`src/rtl/bcd_display_scanner.sv`:
```
// Five-digit multiplexed 7-segment scanner for the BCD adder result (carry shown as digit 4).
// A shadow register and pending flag hold new values until the frame wraps, so a frame never tears.
module bcd_display_scanner #(
    parameter int PRESCALE = 1000
) (
    input  logic        clk,
    input  logic        rst_n,
    input  logic        load_i,
    input  logic [15:0] sum_i,
    input  logic        cout_i,
    input  logic        blank_en_i,
    output logic [6:0]  seg_o,
    output logic [4:0]  an_o,
    output logic        frame_o,
    output logic        err_o
);

    localparam int CW = (PRESCALE > 1) ? $clog2(PRESCALE) : 1;

    logic [CW-1:0] cnt;
    logic [2:0]    idx;
    logic [16:0]   shadow;
    logic [16:0]   disp;
    logic          pending;

    logic          tick;
    logic          boundary;
    logic [3:0]    nib;
    logic          upper_zero;
    logic          blank_slot;
    logic          invalid;

    assign tick     = (cnt == CW'(PRESCALE - 1));
    assign boundary = tick && (idx == 3'd4);

    function automatic logic [6:0] decode(input logic [3:0] n);
        case (n)
            4'd0:    decode = 7'h3F;
            4'd1:    decode = 7'h06;
            4'd2:    decode = 7'h5B;
            4'd3:    decode = 7'h4F;
            4'd4:    decode = 7'h66;
            4'd5:    decode = 7'h6D;
            4'd6:    decode = 7'h7D;
            4'd7:    decode = 7'h07;
            4'd8:    decode = 7'h7F;
            4'd9:    decode = 7'h6F;
            default: decode = 7'h40;
        endcase
    endfunction

    // upper_zero: this digit and every digit above it are zero (digit 0 never qualifies)
    always_comb begin
        nib        = 4'd0;
        upper_zero = 1'b0;
        case (idx)
            3'd0: nib = disp[3:0];
            3'd1: begin nib = disp[7:4];   upper_zero = (disp[16:4]  == 13'd0); end
            3'd2: begin nib = disp[11:8];  upper_zero = (disp[16:8]  == 9'd0);  end
            3'd3: begin nib = disp[15:12]; upper_zero = (disp[16:12] == 5'd0);  end
            3'd4: begin nib = {3'b000, disp[16]}; upper_zero = !disp[16]; end
            default: ;
        endcase
    end

    assign blank_slot = blank_en_i && upper_zero;
    assign invalid    = (disp[3:0] > 4'd9) || (disp[7:4] > 4'd9) ||
                        (disp[11:8] > 4'd9) || (disp[15:12] > 4'd9);

    always_ff @(posedge clk or negedge rst_n) begin
        if (!rst_n) begin
            cnt     <= '0;
            idx     <= 3'd0;
            shadow  <= 17'd0;
            disp    <= 17'd0;
            pending <= 1'b0;
            seg_o   <= 7'h00;
            an_o    <= 5'b11111;
            frame_o <= 1'b0;
            err_o   <= 1'b0;
        end else begin
            cnt <= tick ? '0 : cnt + 1'b1;
            if (tick)
                idx <= (idx == 3'd4) ? 3'd0 : idx + 3'd1;

            // a load landing on the wrap edge bypasses the shadow straight into the frame
            if (load_i) begin
                shadow <= {cout_i, sum_i};
                if (boundary) begin
                    disp    <= {cout_i, sum_i};
                    pending <= 1'b0;
                end else begin
                    pending <= 1'b1;
                end
            end else if (boundary && pending) begin
                disp    <= shadow;
                pending <= 1'b0;
            end

            frame_o <= boundary;
            err_o   <= invalid;
            if (blank_slot) begin
                seg_o <= 7'h00;
                an_o  <= 5'b11111;
            end else begin
                seg_o <= decode(nib);
                an_o  <= ~(5'b00001 << idx);
            end
        end
    end

endmodule

```
`config.mk`:
```
export PLATFORM = sky130hd
export DESIGN_NAME = bcd_display_scanner
export DESIGN_NICKNAME = d
export VERILOG_FILES = /design/src/rtl/bcd_display_scanner.sv
export SDC_FILE = /design/constraint.sdc
export NUM_CORES = 1
export LEC_CHECK = 0
export CORE_MARGIN = 1.5
export CORE_UTILIZATION = 60
export CTS_BUF_LIST = sky130_fd_sc_hd__clkbuf_8
export CTS_CLUSTER_DIAMETER = 50
export DETAILED_ROUTE_END_ITERATION = 10
export PLACE_DENSITY = 0.81
export SYNTH_ARGS = -nofsm -noshare
export SYNTH_HDL_FRONTEND = slang
export SYNTH_SLANG_ARGS = --single-unit
export TNS_END_PERCENT = 1
```
`constraint.sdc`:
```
create_clock -name clk -period 4.45 [get_ports clk]
set_input_delay 1.335 -clock clk [delete_from_list [all_inputs] [get_ports clk]]
set_output_delay 1.335 -clock clk [all_outputs]
set_load 0.1 [all_outputs]
```
==> results of run 1 <==
-- state kept, by name, indices dropped and copies added, names as in the netlist, 3 cells and up --
| register | cells |
|---|---|
| disp | 17 |
| shadow | 17 |
| cnt | 10 |
| seg_o | 7 |
| an_o | 5 |
| idx | 3 |
-- cells in the mapped netlist, drive strengths merged (5+ instances only) --
master / n / share of area (%)
dfrtp: 57 / 48
mux2: 35 / 15
nand3: 13 / 2.2
ha: 11 / 4.6
nand2: 11 / 1.4
nor2: 9 / 1.1
o21ai: 9 / 1.5
a21oi: 7 / 1.2
buf: 7 / 2.5
inv: 7 / 0.89
nor3: 6 / 1.4
or3: 6 / 1.4
dfstp: 5 / 4.4
-- power breakdown --
group          internal [W]  switching, W  total (W)
clock              0.000300      0.000206   0.000507
combinational     0.0000583     0.0000848   0.000143
sequential         0.000591     0.0000117   0.000602
-- kinds of logic (layout without fill, tap and decap cells) --
family | Yosys count | count (layout) | synth area share (%)
simple gates | 65 | 65 | 13.02
flops | 62 | 62 | 52.62
compound gates | 41 | 41 | 9.933
mux | 35 | 35 | 14.58
buf+inv | 16 | 59 | 3.719
fa+ha+maj | 11 | 11 | 4.649
xor+xnor | 5 | 5 | 1.479
-- stage by stage --
step           util (%)  hold slack, ns   power, W
3_5_place_dp      70.17          0.4868  0.0007551
4_1_cts           74.57          0.4956   0.001261
2_1_floorplan         -          0.4525  0.0007029
5_1_grt           74.57          0.5087   0.001297
6_report          74.57          0.4953   0.001252
3_3_place_gp      70.17          0.4769  0.0007523
-- area by class of cell --
cell class,instances,area share [%]
clock buffer,12,4.689
multi-input combinational,157,36.70
timing repair buffer,36,9.947
inverter,8,0.8526
tap,67,2.380
sequential,62,44.23
clock inverter,3,1.208
-- final timing paths --
kind	cells after the start	slack [ns]	from	endpoint
worst max-delay path	1	1.16	an_o[1]	an_o[1]
worst min-delay path	1	0.50	cnt[4]	cnt[4]
worst max register to register	8	1.66	idx[2]	seg_o[6]
worst min register to register	1	0.50	cnt[4]	cnt[4]
max in group asynchronous	2	2.50	rst_n	an_o[4]
min in group asynchronous	1	1.08	rst_n	seg_o[0]
-- routing by layer --
| metal | global-route usage, % | vias to the layer above | wire length, um |
|---|---|---|---|
| li1 | - | 942 | - |
| met3 | 5.939 | 17 | 363 |
| met1 | 31.44 | 977 | 2511 |
| met4 | 12.37 | 0 | 138 |
| met2 | 33.43 | 92 | 2432 |
| met5 | 0 | - | 0 |
==> out/results.txt, run 1 <==
Most common library cell in the layout ignoring fill and taps: sky130_fd_sc_hd__dfrtp_1. The horizontal extent of the die came out at 73.24 um. The post-route worst setup slack was 1.155 ns; the sequential cell area was 1558 um2. The number of slew-limit violations in the final report is 0, and the total die area is 5364 um2.

For the worst-skew pair, the clock arrives at the later sink with an insertion delay of 0.34 ns. Port buffering added 34 buffers. The global router's overall resource usage is 22.95%. The tools report the total of max-cap violations as 0. In this run, the number of DRC markers left after iteration 0 of detailed routing was 205. The root buffer cell chosen for the clock tree is sky130_fd_sc_hd__clkbuf_8. Adding up every negative setup slack in the final design gives 0 ns. Among all stages on the critical path, the largest delay is contributed by sky130_fd_sc_hd__clkdlybuf4s50_1. The count of nets left with antenna violations once routing finished came out at 0.

The worst pin sits at a relative slew slack of 34.79%. Maximum fanout along the worst path: 1. Setup repair after global routing left no endpoint under its margin. The synthesized design contains 62 register bits.

The most used flip-flop cell after synthesis is sky130_fd_sc_hd__dfrtp_1. In the final layout, the multi-input gates occupy 1292 um2. The total via count after detailed routing came out at 2028. Broken down by cell family, the worst path's largest delay share belongs to buffers and inverters. The tools report the final hold violation count as 0.

For this run, the top clock speed supported by timing is 0.3035 GHz. The tools report the number of setup buffers added after CTS as 0. The routed length per placed instance was 15.79 um; the total placed instance area was 3314 um2. The clock tree skew after final layout was 0.006990 ns. For this design, the sink count on the clock tree is 62. In the final design database the tool counted 306 nets. The layout has 329 filler cells. For the post-placement setup slack, the log shows 1.267 ns. For this design the static power due to leakage is 1.482 nW.

The finished layout holds 345 standard cells, fillers aside. At the pin with the least slew margin, the transition time is 0.9752 ns. The flow ran to the end, and the final reports show no timing, DRC or antenna violations. The count of antenna diodes in the layout is 0, and the number of global-route vias before repair is 1952. The cell count after synthesis came out at 235. In the finished design, the share of the clock period the worst path needs comes to 74.04%. Row generation in the floorplan step produced 25 rows. Entering global routing, the biggest net connects 38 pins.

Traced cell by cell, the critical path runs through clkdlybuf4s50_1. The number of top-level design ports was 35. The post-layout instance area was 3522 um2; the final HPWL from detailed placement was 3731 um. For this run, asynchronously set or reset flops after synthesis account for 100.0%.

The mean cell area of the mapped netlist came out at 12.60 um2. The worst hold path belongs to the class register to register. Dividing the detail-routed via count by the number of cells gives 5.878. In this run the number of H-tree levels came out at 3.

The count of flip-flops with a built-in enable after synthesis was 0; the y dimension of the die was 73.24 um. In the final layout, the share of cells above drive strength 1 is 25.18%. The starting density of the core came out at 62.68%. The proportion of synthesized chip area in sequential cells is 52.62%, and the total power divided by cell area is 355.5 nW/um2.

After detailed routing, the number of remaining DRC violations is 0. The count of yosys warnings during synthesis is 0. STA classifies the critical path endpoint as an output pin. For this run the aggregate overflow at the end of global routing stands at 0. In this run, post-CTS repair resized a total of 0 instances. The worst setup path is of the register to output pin kind. The largest single stage delay on the critical path is 1.12 ns. The run gives 3.12 ns as the required time at the worst-slack endpoint. The synthesized netlist contains 54 unique library cells.

The total nets after synthesis was 267. The run gives 0 as the total setup violations reported at the end of the flow. Total instance count after detailed placement: 330. The final period demand of the worst path is 3.295 ns, and the count of TritonRoute iterations in the first routing pass is 6. TritonCTS built the clock tree.

The tools report the number of antenna violations at the first check in global routing as 0. At the worst endpoint, the arrival time is 1.96 ns. In this run, post-CTS hold repair placed 0 buffers. In this run the standard cell core region covers 4723 um2. The critical path buffer and inverter count works out to 1. Weighted congestion reported at the end of routability-driven placement: 0.9097.

The tools report the startpoint class of the critical path as a register. The clock passes through at most 2 buffers. The routed design has 5446 um of wire.

In the layout the commonest cells are 57 x sky130_fd_sc_hd__dfrtp_1, 33 x sky130_fd_sc_hd__clkdlybuf4s50_1, 25 x sky130_fd_sc_hd__mux2_2. The maximum resistive drop on vdd came out at 0.0002885 V. The layout overhead on the synthesized area is 18.98%, and the number of buffers added by the clock tree synthesis step is 9. The first-pass GRT wire length is 9190 um.

Clock-pin slew was measured on the worst setup and hold paths at 0.06 ns. The mapped netlist covers 2960 um2.
(Power assumes the default switching activity.)
==> run 2, diff against run 1 <==
--- a/config.mk
+++ b/config.mk
@@ -6,11 +6,11 @@
 export NUM_CORES = 1
 export LEC_CHECK = 0
 export CORE_MARGIN = 1.5
-export CORE_UTILIZATION = 60
+export CORE_UTILIZATION = 52
 export CTS_BUF_LIST = sky130_fd_sc_hd__clkbuf_8
 export CTS_CLUSTER_DIAMETER = 50
 export DETAILED_ROUTE_END_ITERATION = 10
-export PLACE_DENSITY = 0.81
+export PLACE_DENSITY = 0.74
 export SYNTH_ARGS = -nofsm -noshare
 export SYNTH_HDL_FRONTEND = slang
 export SYNTH_SLANG_ARGS = --single-unit
==> constraint.sdc (replaced) <==
create_clock -name clk -period 2.8 [get_ports clk]
set_input_delay 0.84 -clock clk [delete_from_list [all_inputs] [get_ports clk]]
set_output_delay 0.84 -clock clk [all_outputs]
set_load 0.1 [all_outputs]
==> out/results.txt, run 2 (synthesis gave the netlist of run 1 again) <==
The overflow left after global routing is 0 (unchanged), and the floorplan core area is 5507 um2 (was 4723 um2). The tools report the final hold violation count as 0 (unchanged). The utilization after layout was 64.35% (was 74.57%); the minimum hold slack was 0.4967 ns (was 0.4953 ns).

The tools report the worst-case clock buffer depth as 2 (unchanged). The maximum resistive drop on vdd was 0.0003292 V (was 0.0002885 V); the number of remaining DRC errors was 0 (unchanged). The horizontal extent of the die was 78.45 um (was 73.24 um).

The slew at the pin with the worst max-slew slack is 0.6103 ns (was 0.9752 ns). The cell leakage power is 1.527 nW (was 1.482 nW), and the total instance count after detailed placement is 341 (was 330). The number of setup buffers added after CTS was 0 (unchanged). The layout overhead on the synthesized area was 19.70% (was 18.98%); the detailed-route vias per instance was 5.625 (was 5.878).

Highest metal layer with signal wires: met4 (unchanged). The worst hold path class is input port to async pin (was register to register). Top library cells by usage in the layout, fill and taps aside: 57 x sky130_fd_sc_hd__dfrtp_1, 25 x sky130_fd_sc_hd__mux2_2, 22 x sky130_fd_sc_hd__buf_4 (was 57 x sky130_fd_sc_hd__dfrtp_1, 33 x sky130_fd_sc_hd__clkdlybuf4s50_1, 25 x sky130_fd_sc_hd__mux2_2). Top Registers: disp x17, shadow x17, cnt x10 (unchanged). The starting density of the core is 53.76% (was 62.68%), and the setup TNS is 0 ns (unchanged).

The run finished with clean final reports. Crit-path cells: inv_1, ha_1, a222oi_1, a2bb2oi_1, or2_2, inv_1, ha_1, mux2_2, a211oi_1 (was clkdlybuf4s50_1). The worst-case register-to-register setup slack was 0.27 ns (was 1.66 ns); the total number of H-tree levels was 3 (unchanged).

For the clock sink count, the log shows 62 (unchanged). The cell with the largest stage delay on the worst path was sky130_fd_sc_hd__dfrtp_1 (was sky130_fd_sc_hd__clkdlybuf4s50_1). The number of slew-limit violations in the final report was 0 (unchanged). The number of filler cells placed in the layout was 447 (was 329).

The number of buffers added to fix hold violations after cts came out at 0 (unchanged). The total routed wirelength was 5439 um (was 5446 um); the total met3 wirelength after detailed routing was 257 um (was 363 um). The most common library cell in the layout ignoring fill and taps was sky130_fd_sc_hd__dfrtp_1 (unchanged).

The run gives 357 (was 345) as the number of standard cells in the final layout excluding fillers. Setup repair after global routing left no endpoint under its margin. The maximum fanout along the worst path is 8 (was 1), and the final period demand of the worst path is 2.530 ns. Category of cells accounting for the largest share of critical-path delay: compound AO/OA/AOI/OAI gates (was buffers and inverters).

The global router's overall resource usage is 20.81% (was 22.95%), and the post-layout instance area is 3543 um2 (was 3522 um2). The run gives 2008 (was 2028) as the total via count after detailed routing. Start point of the critical path: idx[0] (was an_o[1]). The cell chosen for the clock root is sky130_fd_sc_hd__clkbuf_8 (unchanged).

Critical path buffer and inverter count: 2 (was 1). For the total die area, the log shows 6154 um2 (was 5364 um2). For the total met2 wirelength after detailed routing, the log shows 2555 um (was 2432 um).

The first-pass GRT wire length was 9818 um (was 9190 um); the routed length per placed instance was 15.24 um (was 15.79 um). The number of stages on the worst setup path is 9 (was 1), and the total setup violations reported at the end of the flow is 0 (unchanged). The total placed instance area came out at 3331 um2 (was 3314 um2). The final HPWL from detailed placement is 3970 um (was 3731 um), and the number of buffers added by the clock tree synthesis step is 9 (unchanged).

The cell row count was 27 (was 25). Startpoint of the worst register-to-register path: idx[0] (was idx[2]). For the clock tree skew after final layout, the log shows 0.009247 ns (was 0.006990 ns). The run gives 3.04 ns (was 3.12 ns) as the required time at the worst-slack endpoint.

For the count of antenna-violating nets left after detailed routing, the log shows 0 (unchanged). The clock-pin slew reported for the worst setup and hold paths after clock tree synthesis is 0.07 ns (was 0.06 ns), and the count of buffers inserted at the top-level ports is 34 (unchanged). The tools report the timing-limited maximum frequency as 0.3953 GHz. The y dimension of the die is 78.45 um (was 73.24 um). The logs give 2.77 ns (was 1.96 ns) for the data arrival time of the critical path and 35 (unchanged) for the number of top-level design ports. The period utilization works out to 90.36%.

The run gives 2475 um (was 2511 um) as the met1 wire length. The total power divided by cell area is 568.7 nW/um2 (was 355.5 nW/um2), and the count of antenna diodes in the layout is 0 (unchanged). The tools report the pin count of the biggest net entering global routing as 30 (was 38). The weighted congestion reported at the end of routability-driven placement is 0.8740 (was 0.9097). The type of destination of the critical path is a register (was an output pin). Number of antenna violations at the first check in global routing: 0 (unchanged).

The tools report the count of TritonRoute iterations in the first routing pass as 4 (was 6). The tools report the number of nets in the layout as 312 (was 306). TritonCTS built the clock tree. The max-slew headroom at the worst pin was 59.31% (was 34.79%).

Classification of the worst setup path: register to register (was register to output pin). Number of global-route vias before repair: 2064 (was 1952). The violation count after the first detailed-routing iteration came out at 205 (unchanged).

The critical path's largest stage delay came out at 0.39 ns (was 1.12 ns). The startpoint class of the critical path was a register (unchanged). The fraction of final layout cells sized beyond drive strength 1 is 31.93% (was 25.18%), and the total of max-cap violations is 0 (unchanged). For the number of gates resized after cts, the log shows 0 (unchanged). The length in cells of the worst reg-to-reg path is 9 (was 8). Reg-to-reg endpoint: seg_o[6] (unchanged). The run gives 0.33 ns (was 0.34 ns) as the clock network latency to the later pin of the worst-skew pair.
## run 2: cell count changes in the layout (fill, tap and decap cells not counted)
cell	previous run	this run
sky130_fd_sc_hd__clkinvlp_4	1	0
sky130_fd_sc_hd__clkinv_4	0	1
sky130_fd_sc_hd__clkbuf_8	12	9
sky130_fd_sc_hd__clkinv_2	1	4
sky130_fd_sc_hd__buf_4	2	22
sky130_fd_sc_hd__clkdlybuf4s50_1	33	19
sky130_fd_sc_hd__bufinv_16	1	2
## run 2: final cells by class
cell class	count	area (um2)	area share (%)
inverters	8	30.03	0.8475
repair buffers	42	360.3	10.17
well taps	72	90.09	2.542
multi-input cells	157	1292	36.48
clock inverters	7	88.84	2.507
flip-flops and latches	62	1558	43.96
clock buffers	9	123.9	3.496
## run 2: power by group
part           leakage [nW]  internal (W)  switching, W
Clock                 0.113      0.000496      0.000337
Sequential            0.757      0.000939     0.0000188
Combinational         0.657     0.0000912      0.000134
## run 2: stage by stage
step,setup WS [ns],total power [W]
6_report,0.2700,0.002015
3_5_place_dp,0.3014,0.001200
5_1_grt,0.006140,0.002099
4_1_cts,0.2933,0.002039
2_1_floorplan,0.5015,0.001117
3_3_place_gp,0.3530,0.001196
## run 2: worst reg2reg max path: stages (launching register included)
cell and delay, ns:
sky130_fd_sc_hd__dfrtp_1 0.39, sky130_fd_sc_hd__inv_1 0.09, sky130_fd_sc_hd__ha_1 0.31, sky130_fd_sc_hd__a222oi_1 0.39
sky130_fd_sc_hd__a2bb2oi_1 0.32, sky130_fd_sc_hd__or2_2 0.20, sky130_fd_sc_hd__inv_1 0.06, sky130_fd_sc_hd__ha_1 0.20
sky130_fd_sc_hd__mux2_2 0.27, sky130_fd_sc_hd__a211oi_1 0.22
## run 2: worst max path at each step
stage / end / slack [ns]
final: seg_o[6] / 0.27
after global routing: seg_o[6] / 0.006
after global placement: disp[4] / 0.35
after CTS: seg_o[6] / 0.29
after detailed placement: seg_o[6] / 0.30
after floorplan: seg_o[6] / 0.50
## run 2: layer usage
layer	vias to the layer above	track usage, %
met1	976	26.58
met5	-	0
met2	64	33.74
met4	0	8.750
li1	950	-
met3	18	5.233
==> run 3, diff against run 2 <==
--- a/config.mk
+++ b/config.mk
@@ -5,11 +5,11 @@
 export SDC_FILE = /design/constraint.sdc
 export NUM_CORES = 1
 export LEC_CHECK = 0
-export CORE_MARGIN = 1.5
 export CORE_UTILIZATION = 52
 export CTS_BUF_LIST = sky130_fd_sc_hd__clkbuf_8
 export CTS_CLUSTER_DIAMETER = 50
 export DETAILED_ROUTE_END_ITERATION = 10
+export GPL_ROUTABILITY_DRIVEN = 0
 export PLACE_DENSITY = 0.74
 export SYNTH_ARGS = -nofsm -noshare
 export SYNTH_HDL_FRONTEND = slang
==> out/results.txt, run 3 (synthesis gave the netlist of run 1 again) <==
The flow ran to the end, but the final reports show violations. The final reports fail on design-rule violations. The detailed-route vias per instance came out at 5.653 (was 5.625). The cell row count was 27 (unchanged); the number of antenna violations at the first check in global routing was 0 (unchanged). Clock network latency to the later pin of the worst-skew pair: 0.33 ns (about the same). The layout overhead on the synthesized area was 20.20% (was 19.70%); the number of standard cells in the final layout excluding fillers was 357 (unchanged). The horizontal extent of the die came out at 77.45 um (was 78.45 um). The total placed instance area came out at 3343 um2 (was 3331 um2). For the total of max-cap violations, the log shows 0 (unchanged). TritonCTS built the clock tree. The tools report the count of antenna diodes in the layout as 0 (unchanged). The start point of the critical path is idx[0] (unchanged).

The tools report the number of remaining DRC errors as 2 (was 0). Setup repair after global routing left no endpoint under its margin. The length in cells of the worst reg-to-reg path is 9 (unchanged). Startpoint class of the critical path: a register (unchanged). The tools report the type of destination of the critical path as a register (unchanged).

The number of slew-limit violations in the final report is 0 (unchanged), and the y dimension of the die is 77.45 um (was 78.45 um). The routed length per placed instance is 14.96 um (was 15.24 um). Total via count after detailed routing: 2018 (was 2008).

The period utilization works out to 87.70% (was 90.36%). The starting density of the core was 53.76% (unchanged). The logs give 9246 um (was 9818 um) for the first-pass GRT wire length and 0 (unchanged) for the total setup violations reported at the end of the flow. The overflow left after global routing was 0 (unchanged). Final HPWL from detailed placement: 3868 um (was 3970 um).

The run gives 5341 um (was 5439 um) as the total routed wirelength. The clock tree skew after final layout was 0.008466 ns (was 0.009247 ns); the max-slew headroom at the worst pin was 55.50% (was 59.31%). For the post-layout instance area, the log shows 3558 um2 (was 3543 um2).

Top library cells by usage in the layout, fill and taps aside: 57 x sky130_fd_sc_hd__dfrtp_1, 25 x sky130_fd_sc_hd__mux2_2, 21 x sky130_fd_sc_hd__buf_4 (was 57 x sky130_fd_sc_hd__dfrtp_1, 25 x sky130_fd_sc_hd__mux2_2, 22 x sky130_fd_sc_hd__buf_4). The slew at the pin with the worst max-slew slack is 0.6674 ns (was 0.6103 ns), and the count of buffers inserted at the top-level ports is 34 (unchanged). Maximum fanout along the worst path: 8 (unchanged). The logs give 2 (unchanged) for the worst-case clock buffer depth and 0 (unchanged) for the final hold violation count.

The maximum resistive drop on vdd was 0.0002907 V (was 0.0003292 V); the global router's overall resource usage was 20.08% (was 20.81%). The final period demand of the worst path was 2.456 ns (was 2.530 ns); the total number of H-tree levels was 3 (unchanged). Worst hold path class: input port to async pin (unchanged). The most common library cell in the layout ignoring fill and taps is sky130_fd_sc_hd__dfrtp_1 (unchanged). The startpoint of the worst register-to-register path was idx[0] (unchanged).

Cell chosen for the clock root: sky130_fd_sc_hd__clkbuf_8 (unchanged). The logs give 2.70 ns (was 2.77 ns) for the data arrival time of the critical path and 0.34 ns (was 0.27 ns) for the worst-case register-to-register setup slack. The reg-to-reg endpoint is seg_o[6] (unchanged).

The number of buffers added to fix hold violations after cts came out at 0 (unchanged). The count of TritonRoute iterations in the first routing pass came out at 10 (was 4). The total power divided by cell area is 566.3 nW/um2 (was 568.7 nW/um2), and the clock sink count is 62 (unchanged).

The number of setup buffers added after CTS is 0 (unchanged), and the number of top-level design ports is 35 (unchanged). The timing-limited maximum frequency was 0.4072 GHz (was 0.3953 GHz); the floorplan core area was 5507 um2 (unchanged). Clock-pin slew reported for the worst setup and hold paths after clock tree synthesis: 0.07 ns (about the same).

The required time at the worst-slack endpoint was 3.04 ns (about the same). The classification of the worst setup path was register to register (unchanged). The run gives 35 (was 30) as the pin count of the biggest net entering global routing. The number of nets in the layout was 312 (unchanged); the violation count after the first detailed-routing iteration was 195 (was 205).

The fraction of final layout cells sized beyond drive strength 1 was 31.23% (was 31.93%); the setup TNS was 0 ns (unchanged). Number of filler cells placed in the layout: 430 (was 447). The count of antenna-violating nets left after detailed routing came out at 0 (unchanged).

The number of gates resized after cts was 0 (unchanged). The number of global-route vias before repair came out at 1961 (was 2064). For the total die area, the log shows 5999 um2 (was 6154 um2).

Top Registers: disp x17, shadow x17, cnt x10 (unchanged). The total instance count after detailed placement is 341 (unchanged). The number of buffers added by the clock tree synthesis step is 9 (unchanged). The tools report the last element of the critical path as seg_o[6] (unchanged). The logs give 0.002015 W (about the same) for the total chip power and 1.536 nW (was 1.527 nW) for the cell leakage power.
## run 3: changes by cell type in the layout (fill, tap and decap cells not counted), sizes merged
| cell | delta |
|---|---|
| clkbuf | +1 |
| clkinv | -3 |
| inv | +2 |
## run 3: area by class of cell
| class | instances | area [um2] | area share (%) |
|---|---|---|---|
| tap | 72 | 90.09 | 2.532 |
| inverter | 8 | 30.03 | 0.8439 |
| clock inverter | 6 | 77.57 | 2.180 |
| sequential | 62 | 1558 | 43.78 |
| clock buffer | 10 | 137.6 | 3.868 |
| multi-input combinational | 157 | 1292 | 36.32 |
| timing repair buffer | 42 | 372.9 | 10.48 |
## run 3: power breakdown
part	internal (W)	switching, W	leakage (nW)	total (W)
sequential	0.000939	0.0000191	0.757	0.000958
combinational	0.0000919	0.000133	0.660	0.000224
clock	0.000516	0.000317	0.119	0.000833
## run 3: worst min-delay path by stage
stage,slack (ns),to,cells past startpoint,from
final,0.50,seg_o[1],2,rst_n
after global routing,0.52,shadow[13],1,shadow[13]
after CTS,0.50,shadow[3],1,shadow[3]
after detailed placement,0.48,shadow[3],1,shadow[3]
after global placement,0.48,cnt[4],1,cnt[4]
after floorplan,0.45,cnt[4],1,cnt[4]
## run 3: stage by stage
stage	hold slack [ns]	util (%)	worst slack (ns)
after CTS	0.4979	64.62	0.3558
final	0.4970	64.62	0.3445
after global routing	0.5160	64.62	0.1630
after floorplan	0.4525	-	0.5015
after detailed placement	0.4838	60.71	0.3229
after global placement	0.4798	60.71	0.3210
## run 3: critical path, cell delays in order, from the launching register on
cell,delay (ns)
sky130_fd_sc_hd__dfrtp_1,0.38
sky130_fd_sc_hd__inv_1,0.09
sky130_fd_sc_hd__ha_1,0.31
sky130_fd_sc_hd__or3_1,0.43
sky130_fd_sc_hd__a21oi_1,0.25
sky130_fd_sc_hd__or2_2,0.18
sky130_fd_sc_hd__inv_1,0.06
sky130_fd_sc_hd__ha_1,0.18
sky130_fd_sc_hd__mux2_2,0.26
sky130_fd_sc_hd__a211oi_1,0.24
## run 3: layer usage
metal  routed length (um)  GRT usage (%)  up-vias
met5                    0              0        -
met4                  139          10.38        0
met3                  330          3.647       19
met2                 2496          31.42       76
met1                 2374          26.74      971
li1                     -              -      952
